## src/rtl/multiplier_control.sv

```systemverilog
// rtl/multiplier_control.sv - sequencing FSM for the signed add-shift multiplier
module multiplier_control #(
  parameter int N = 8
) (
  input  logic Clk,
  input  logic Reset,
  input  logic Run,
  input  logic ClearA_LoadB,
  input  logic M,
  output logic Clr_XA,
  output logic Ld_B,
  output logic Ld_XA,
  output logic Sub,
  output logic Shift_En,
  output logic Busy,
  output logic Done
);

  localparam int CW = (N > 1) ? $clog2(N) : 1;
  localparam logic [CW-1:0] LAST = CW'(N - 1);

  typedef enum logic [2:0] {IDLE, START, ADD, SHIFT, DONE} state_t;

  state_t          state;
  logic [CW-1:0]   cnt;

  always_ff @(posedge Clk) begin
    if (Reset) begin
      state <= IDLE;
      cnt   <= '0;
    end else begin
      case (state)
        IDLE:  if (Run) state <= START;
        START: begin
          cnt   <= '0;
          state <= ADD;
        end
        ADD:   state <= SHIFT;
        SHIFT: begin
          if (cnt == LAST) begin
            cnt   <= '0;
            state <= DONE;
          end else begin
            cnt   <= cnt + 1'b1;
            state <= ADD;
          end
        end
        DONE:  if (!Run) state <= IDLE;
        default: state <= IDLE;
      endcase
    end
  end

  // Decode from registered state; Ld_XA/Sub follow M and IDLE follows the requests.
  always_comb begin
    Clr_XA   = 1'b0;
    Ld_B     = 1'b0;
    Ld_XA    = 1'b0;
    Sub      = 1'b0;
    Shift_En = 1'b0;
    Busy     = 1'b0;
    Done     = 1'b0;
    case (state)
      IDLE: begin
        Clr_XA = ClearA_LoadB & ~Run;
        Ld_B   = ClearA_LoadB & ~Run;
      end
      START: begin
        Clr_XA = 1'b1;
        Busy   = 1'b1;
      end
      ADD: begin
        Ld_XA = M;
        Sub   = M & (cnt == LAST);
        Busy  = 1'b1;
      end
      SHIFT: begin
        Shift_En = 1'b1;
        Busy     = 1'b1;
      end
      DONE: Done = 1'b1;
      default: ;
    endcase
  end

endmodule

```

## config.mk

```make
export PLATFORM = sky130hd
export DESIGN_NAME = multiplier_control
export DESIGN_NICKNAME = d
export VERILOG_FILES = /design/src/rtl/multiplier_control.sv
export SDC_FILE = /design/constraint.sdc
export NUM_CORES = 1
export LEC_CHECK = 0
export CORE_AREA = 2 2 39 41
export CTS_BUF_LIST = sky130_fd_sc_hd__clkbuf_2
export DETAILED_ROUTE_END_ITERATION = 12
export DIE_AREA = 0 0 41 43
export GPL_TIMING_DRIVEN = 1
export SYNTH_ARGS = -nofsm -noshare
export SYNTH_HDL_FRONTEND = slang
export SYNTH_SLANG_ARGS = --single-unit
```

## constraint.sdc

```tcl
create_clock -name Clk -period 2.35 [get_ports Clk]
set_clock_uncertainty 0.2 [all_clocks]
set_input_delay 0.235 -clock Clk [delete_from_list [all_inputs] [get_ports Clk]]
set_output_delay 0.235 -clock Clk [all_outputs]
set_load 0.1 [all_outputs]
```

==> run metrics, run 1 <==
GP Congestion=about 0.71; mapped cell area=between 300 and 400 um2; area share of the leading cell type in the synthesized netlist=0.375; total count of hold-check failures in the final report=0; share of async-settable or async-resettable flops after synthesis=0; setup TNS=0 ps; setup repair after global routing missed its margin=false; count of instances resized after the clock tree is built=0; clock share of power=0.247; count of pins over their slew limit=0; post-synthesis cell type count=16; run status=completed; time the worst path needs with I/O delays and setup=~1800 ps; synthesized area divided by synthesized cell count=between 8 and 9 um2; average via count per standard cell=between 4 and 5; Critical Path Sink Type=output port; pin count of the biggest net entering global routing=12; area leader, netlist=sky130_fd_sc_hd__dfxtp_1; area of the core region=between 1000 and 1500 um2; Placed Cells=65; number of buffers added on ports=11; Yosys reg bits=6; first-pass GRT wire length=1.19 mm; # clock sinks=6; post-place instance area=roughly 480 um2; number of synthesized flops with an enable pin=0; DRC Markers=0; internal power=0.000172 W; most numerous cell in the Yosys netlist=sky130_fd_sc_hd__dfxtp_1; final total power=approximately 0.00028 W; n_diodes=0; Die X=roughly 40 um; maximum capacitance violations=0; net switching share of the total power=0.387; transition time at the pin with the least slew margin=381 ps; die area=between 1500 and 2000 um2; number of nets in the finished design=61; worst rel slew slack=0.746; sequential-to-total area share from yosys stat=0.375; filler instances=143; ranking of synthesized cells by area=sky130_fd_sc_hd__dfxtp_1 (38%), sky130_fd_sc_hd__a21oi_1 (7.8%), sky130_fd_sc_hd__ha_1 (7.8%); average routed wire per standard cell=between 10 and 15 um; Clk pin slew, worst setup/hold paths=around 60 ps; peak supply drop=0.169 mV; Synth warnings=0; clock tree from TritonCTS=yes; Root Driver=sky130_fd_sc_hd__clkbuf_2; initial antenna violation count=0; total setup violations reported at the end of the flow=0; number of nets produced by synthesis=47; DIE HEIGHT=43 um; top flip-flop cell by instance count after synthesis=sky130_fd_sc_hd__dfxtp_1; initial core utilization=0.231; relative contribution of combinational cells to total power=0.352; synthesized netlist cell count=40; clock network latency to the later pin of the worst-skew pair=220 ps; class of the most critical hold timing path=flip-flop to flip-flop; layout overhead on the synthesized area=53.1%; final worst path period share=0.779; number of post-CTS setup repair buffers=0; GRT Resource Usage Total=0.103; Initial DRC Count=1; register cell area after layout=120 um2; DP Wirelength=between 500 and 600 um; Via Count=roughly 320; category of the critical setup timing path=flip-flop to output port; cts bufs inserted=3; CTS hold repair buffers=0; required time of the worst setup path=1910 ps; Crit path arrival time=around 1400 ps; Finished Cell Area=between 400 and 500 um2; worst-case clock buffer depth=2; multi-input combinational cell area=around 190 um2; first-pass detailed-route iteration total=2; CTS H-Tree Depth=1; ratio of cells with drive above 1 in the final layout=0.231; post-layout instance count excluding filler cells=68; wire length after detailed routing=761 um; vias in the first global route=just under 300; Pwr per Cell Area=about 570 nW/um2; number of placement rows=14; Startpoint Class=flip-flop; GRT Residual Overflow=0; standby leakage power=roughly 0.21 nW; part of the power in registers=0.401; count of antenna-violating nets left after detailed routing=0; timing-limited maximum frequency=between 500 and 600 MHz; Max Fanout on Critical Path=4; Post-synth top cells=sky130_fd_sc_hd__dfxtp_1 (6), sky130_fd_sc_hd__a21oi_1 (5), sky130_fd_sc_hd__nand3_1 (5), sky130_fd_sc_hd__nor2_1 (5); switching component of the power=around 0.00011 W; top-level port count=12
per-layer routing:
layer / GRT usage / vias up / wire, um / share of wire
met5: 0 / - / 0 / 0
met4: 0.0600 / 0 / 0 / 0
met3: 0.0471 / 0 / 61 / 0.080
met2: 0.150 / 11 / 342 / 0.45
met1: 0.117 / 139 / 356 / 0.47
li1: - / 166 / - / -
cell families (layout without fill, tap and decap cells):
group | count (synthesis) | in the layout | synth area share
and+or+nand+nor | 24 | 24 | 0.418
adders and majority gates | 2 | 2 | 0.0781
DFF | 6 | 6 | 0.375
AOI/OAI and AO/OA | 5 | 5 | 0.0781
buffers and inverters | 3 | 15 | 0.0508
path summary, 6_finish.rpt:
check	start	to	slack [ps]	depth (start not counted)
setup / recovery	cnt[0]	Sub	520	4
hold / removal	cnt[2]	cnt[2]	260	2
hold reg to reg	cnt[2]	cnt[2]	260	2
setup reg to reg	cnt[0]	state[1]	980	4
sequential cells by signal, summed over array words and instances (netlist names):
name / cells
state: 3
cnt: 3
layout by cell type (no fill, tap or decap):
cell                              Yosys  layout
sky130_fd_sc_hd__clkbuf_2             0       3
sky130_fd_sc_hd__buf_4                1       3
sky130_fd_sc_hd__and2_1               2       2
sky130_fd_sc_hd__a21oi_1              5       5
sky130_fd_sc_hd__nor3_2               0       1
sky130_fd_sc_hd__nor4_1               2       2
sky130_fd_sc_hd__nand2_1              3       3
sky130_fd_sc_hd__dfxtp_1              6       6
sky130_fd_sc_hd__clkdlybuf4s50_1      0       4
sky130_fd_sc_hd__and3_1               3       3
sky130_fd_sc_hd__ha_1                 2       2
sky130_fd_sc_hd__nor2_1               5       5
sky130_fd_sc_hd__and4_1               1       1
sky130_fd_sc_hd__nor2b_4              1       1
sky130_fd_sc_hd__or2b_1               1       1
sky130_fd_sc_hd__inv_1                1       1
sky130_fd_sc_hd__nand3_1              5       5
sky130_fd_sc_hd__buf_12               0       4
through the flow:
stage / setup slack (ps) / hold slack [ps] / util
final: 520 / 263 / 0.354
after global routing: 465 / 291 / 0.354
after CTS: 512 / 267 / 0.354
after global placement: 669 / 247 / 0.344
after detailed placement: 679 / 249 / 0.344
after floorplan: 149 / 104 / -
power by group through the flow:
stage	Sequential (W)	Combinational [W]	Clock, W
after floorplan	0.000110	0.0000702	0
after global placement	0.000114	0.0000988	0
after detailed placement	0.000114	0.0000992	0
after CTS	0.000112	0.0000996	0.0000736
after global routing	0.000113	0.000104	0.0000789
final	0.000113	0.0000989	0.0000695
final cells by class:
| class | count | area share |
|---|---|---|
| Clock buffer | 3 | 0.0306 |
| Inverter | 1 | 0.00765 |
| Multi-Input combinational cell | 31 | 0.385 |
| Sequential cell | 6 | 0.245 |
| Tap cell | 16 | 0.0408 |
| Timing Repair Buffer | 11 | 0.291 |
critical path, cell delays in order (launching register included):
cell                      delay (ps)
sky130_fd_sc_hd__dfxtp_1         360
sky130_fd_sc_hd__ha_1            180
sky130_fd_sc_hd__ha_1            210
sky130_fd_sc_hd__and4_1          250
sky130_fd_sc_hd__buf_12          180
Power figures use the tool's default switching activity.
==> run 2, diff against run 1 <==
- clock period: 2.35 -> 1.55 ns (I/O delays scaled with it)
==> run 2 against run 1 <==
  * The flow now finishes with violations (setup timing)
  * Final cell count is 7.4% higher
  * Clock power is 54% higher
  * Sequential cell count stayed put
  * Critical path depth stayed put
  * Routed wire length is 0.79% lower
  * Critical path type unchanged
  * Critical endpoint unchanged
  * Largest power group is now combinational cells
==> run metrics, run 2 (synthesis gave the netlist of run 1 again) <==
DRC Markers=0; worst hold slack across all endpoints=between 80 and 90 ps; clock tree from TritonCTS=yes; initial core utilization=0.231; time the worst path needs with I/O delays and setup=roughly 1600 ps; first-pass GRT wire length=between 1 and 1.5 mm; Pwr per Cell Area=~730 nW/um2; initial antenna violation count=0; DP Wirelength=roughly 580 um; peak supply drop=roughly 0.28 mV; first-pass detailed-route iteration total=4; Reg2Reg Depth=5; die area=~1800 um2; clock network latency to the later pin of the worst-skew pair=between 200 and 250 ps; most frequent standard cell in the layout excluding fill and tap cells=sky130_fd_sc_hd__buf_12; top-level port count=12; number of placement rows=14; final worst path period share=1.01; area of the core region=1380 um2; critical hold path startpoint=Run; violations in the final reports=setup timing; ratio of cells with drive above 1 in the final layout=0.596; Critical Path Sink Type=output port; n_diodes=0; average routed wire per standard cell=10.3 um; startpoint of the lowest-slack register-to-register path=cnt[0]; setup repair after global routing missed its margin=true; Crit path arrival time=between 1000 and 1500 ps; CTS H-Tree Depth=1; DIE HEIGHT=about 43 um; transition time at the pin with the least slew margin=between 200 and 250 ps; hold worst-path end=state[2]; GRT Resource Usage Total=0.105; Via Count=~340; GP Congestion=roughly 0.7; average via count per standard cell=roughly 4.7; Clk pin slew, worst setup/hold paths=about 50 ps; hold depth=3; cts bufs inserted=3; worst setup slack after placement=around 11 ps; count of pins over their slew limit=0; run status=finished with violations; registers with the most flip-flops=cnt x3, state x3; capture point of the worst reg-to-reg path=state[1]; category of the critical setup timing path=flip-flop to output port; Max Fanout on Critical Path=2; leading cell types in the layout, fill and taps excluded=sky130_fd_sc_hd__buf_12 (7), sky130_fd_sc_hd__nand3_1 (5), sky130_fd_sc_hd__buf_4 (5); maximum capacitance violations=0; timing-limited maximum frequency=approximately 640 MHz; standby leakage power=~0.26 nW; worst rel slew slack=0.862; number of buffers added on ports=11; worst-case setup margin in the final layout=-21.6 ps; GRT Residual Overflow=0; number of nets in the finished design=66; Initial DRC Count=5; class of the most critical hold timing path=primary input to flip-flop; CTS hold repair buffers=0; vias in the first global route=slightly above 300; required time of the worst setup path=~1200 ps; Root Driver=sky130_fd_sc_hd__clkbuf_2; Startpoint Class=flip-flop; total setup violations reported at the end of the flow=1; Reg2Reg Setup Slack=roughly 160 ps; Die X=41 um; layout overhead on the synthesized area=96.5%; # clock sinks=6; final total power=approximately 0.00046 W; pin count of the biggest net entering global routing=8; worst-case clock buffer depth=2; total count of hold-check failures in the final report=0; count of antenna-violating nets left after detailed routing=0; wire length after detailed routing=~760 um
-- run 2: cell types whose count changed in the layout (fill, tap and decap cells not counted), sizes merged --
cell / previous run / this run
buf: 7 / 12
clkdlybuf4s50: 4 / 3
dlymetal6s2s: 0 / 1
-- run 2: cell type report --
type	instances	area, um2
Clock buffer	3	15.0
Fill cell	131	754
Inverter	1	3.75
Multi-Input combinational cell	31	241
Sequential cell	6	129
Tap cell	16	20.0
Timing Repair Buffer	16	220
-- run 2: power by group --
| part | total (W) | switching (W) | leakage (nW) | internal [W] |
|---|---|---|---|---|
| clock network | 0.000107 | 0.0000542 | 0.0125 | 0.0000524 |
| logic | 0.000182 | 0.000110 | 0.195 | 0.0000727 |
| registers | 0.000171 | 0.0000112 | 0.0513 | 0.000160 |
| total | 0.000460 | 0.000175 | 0.259 | 0.000285 |
-- run 2: stage by stage --
stage / std cells / instance area [um2] / setup TNS (ps) / utilization
after floorplan: 40 / 340 / -210 / -
after global placement: 67 / 543 / 0 / 0.392
after detailed placement: 67 / 543 / 0 / 0.392
after CTS: 71 / 601 / -49.1 / 0.434
after global routing: 73 / 629 / -72.9 / 0.455
final: 73 / 629 / -21.6 / 0.455
-- run 2: routing by layer --
| metal | track usage | routed length, um |
|---|---|---|
| met5 | 0 | 0 |
| met2 | 0.144 | 362 |
| met3 | 0.0314 | 50 |
| met4 | 0.0800 | 4 |
| met1 | 0.129 | 337 |
-- run 2: worst max-delay path by stage --
stage	to	from	cells past startpoint	slack, ps
floorplan	Busy	state[1]	3	-120
CTS	Sub	cnt[1]	4	-50
global route	Sub	cnt[1]	4	-70
detailed placement	Clr_XA	Run	5	10
global placement	Ld_B	Run	4	30
finish	Sub	cnt[1]	4	-20
-- run 2: worst max-delay path: stages (launching register included) --
cell and delay [ps]:
sky130_fd_sc_hd__dfxtp_2 350, sky130_fd_sc_hd__ha_4 140, sky130_fd_sc_hd__ha_4 120, sky130_fd_sc_hd__and4_4 220, sky130_fd_sc_hd__buf_12 170
-- run 2: what timing repair did --
| action | in CTS | in global routing |
|---|---|---|
| pin swaps | 1 | 1 |
| setup buffers | 1 | 2 |
| setup endpoints to repair | 7 | 5 |
| hold endpoints to repair | 0 | 0 |
| resized for setup | 11 | 5 |
==> run 3, diff against run 2 <==
- CTS_BUF_LIST: sky130_fd_sc_hd__clkbuf_2 -> unset
- SKIP_LAST_GASP: unset -> 1
==> run 3 against run 2 <==
  * The run still ends with setup timing left
  * Routed wire length up 1.6%
  * Die area unchanged
  * Global-route usage is 0.30 points higher
  * Total power grew 7.5%
  * Core utilization grew 0.36 points
==> run metrics, run 3 (synthesis gave the netlist of run 1 again) <==
run status=finished with violations; violations in the final reports=setup timing; Crit path arrival time=between 1000 and 1500 ps; number of placement rows=14; cts bufs inserted=3; leading cell types in the layout, fill and taps excluded=sky130_fd_sc_hd__buf_12 (7), sky130_fd_sc_hd__nand3_1 (5), sky130_fd_sc_hd__dfxtp_2 (5), sky130_fd_sc_hd__buf_4 (5); Max Fanout on Critical Path=2; final total power=0.000495 W; count of antenna-violating nets left after detailed routing=0; most frequent standard cell in the layout excluding fill and tap cells=sky130_fd_sc_hd__buf_12; DRC Markers=0; area of the core region=roughly 1400 um2; Critical Path Sink Type=output port; count of pins over their slew limit=0; Root Driver=sky130_fd_sc_hd__clkbuf_4; average routed wire per standard cell=10.5 um; total count of hold-check failures in the final report=0; worst-case setup margin in the final layout=-44.0 ps; ratio of cells with drive above 1 in the final layout=0.596; Via Count=around 340; DP Wirelength=just under 600 um; Clk pin slew, worst setup/hold paths=40 ps; setup repair after global routing missed its margin=true; CTS H-Tree Depth=1; hold depth=3; registers with the most flip-flops=cnt x3, state x3; peak supply drop=0.367 mV; worst setup slack after placement=11.1 ps; required time of the worst setup path=~1200 ps; WL met2=354 um; category of the critical setup timing path=flip-flop to output port; Die X=41 um; layout overhead on the synthesized area=98.0%; GP Congestion=0.700; GRT Residual Overflow=0; met3 layer wire length in the routed design=approximately 64 um; die area=roughly 1800 um2; top-level port count=12; # clock sinks=6; timing-limited maximum frequency=approximately 630 MHz; CTS hold repair buffers=0; Startpoint Class=flip-flop; standby leakage power=~0.26 nW; number of buffers added on ports=11; vias in the first global route=320; class of the most critical hold timing path=primary input to flip-flop; worst rel slew slack=0.864; first-pass detailed-route iteration total=4; transition time at the pin with the least slew margin=204 ps; post-route met1 wirelength=approximately 340 um; Reg2Reg Depth=5; final worst path period share=1.03; Pwr per Cell Area=between 700 and 800 nW/um2; DIE HEIGHT=between 40 and 50 um; clock network latency to the later pin of the worst-skew pair=240 ps; number of nets in the finished design=66; time the worst path needs with I/O delays and setup=~1600 ps; Initial DRC Count=4; worst hold slack across all endpoints=between 50 and 60 ps; first-pass GRT wire length=1.30 mm; worst-case clock buffer depth=2; pin count of the biggest net entering global routing=8; initial core utilization=0.231; average via count per standard cell=between 4 and 5; wire length after detailed routing=767 um; n_diodes=0; Final Core Density=0.458; top metal layer carrying routed signals=met4; clock tree from TritonCTS=yes; GRT Resource Usage Total=0.108; total setup violations reported at the end of the flow=1; initial antenna violation count=0; maximum capacitance violations=0
run 3: area by class of cell:
type | instances | area [um2]
inverter | 1 | 3.75
sequential | 6 | 126
clock buffer | 3 | 22.5
fill | 132 | 749
multi-input combinational | 31 | 241
timing repair buffer | 16 | 220
tap | 16 | 20.0
run 3: what timing repair did:
item                                   4_1_cts  5_1_grt
endpoints found under the hold margin        0        0
buffers inserted                             3        0
gates resized for setup                     11        4
pin swaps                                    0        2
setup endpoints to repair                    7        4
run 3: worst max-delay path: stages (launching register included):
cell	delay (ps)
sky130_fd_sc_hd__dfxtp_2	340
sky130_fd_sc_hd__ha_4	140
sky130_fd_sc_hd__ha_4	120
sky130_fd_sc_hd__and4_4	220
sky130_fd_sc_hd__buf_12	170
run 3: per-layer routing:
| metal | up-vias | track usage |
|---|---|---|
| met1 | 150 | 0.142 |
| met5 | - | 0 |
| met2 | 18 | 0.150 |
| met3 | 2 | 0.0314 |
| li1 | 174 | - |
| met4 | 0 | 0.0600 |
run 3: worst paths after layout:
path,from,end,slack [ps]
setup reg to reg,cnt[0],state[1],180
hold reg to reg,cnt[1],cnt[1],280
setup / recovery,cnt[1],Sub,-40
hold / removal,Run,state[2],60
run 3: power by group:
group	internal [W]	switching, W	leakage (nW)
clock network	0.0000874	0.0000536	0.0138
registers	0.000161	0.0000113	0.0510
logic	0.0000714	0.000109	0.195
run 3: stage by stage:
stage,instance area [um2],setup TNS [ps],instances
2_1_floorplan,340,-210,40
6_report,634,-44.0,73
3_3_place_gp,543,0,67
3_5_place_dp,543,0,67
5_1_grt,634,-89.5,73
4_1_cts,623,-57.8,73
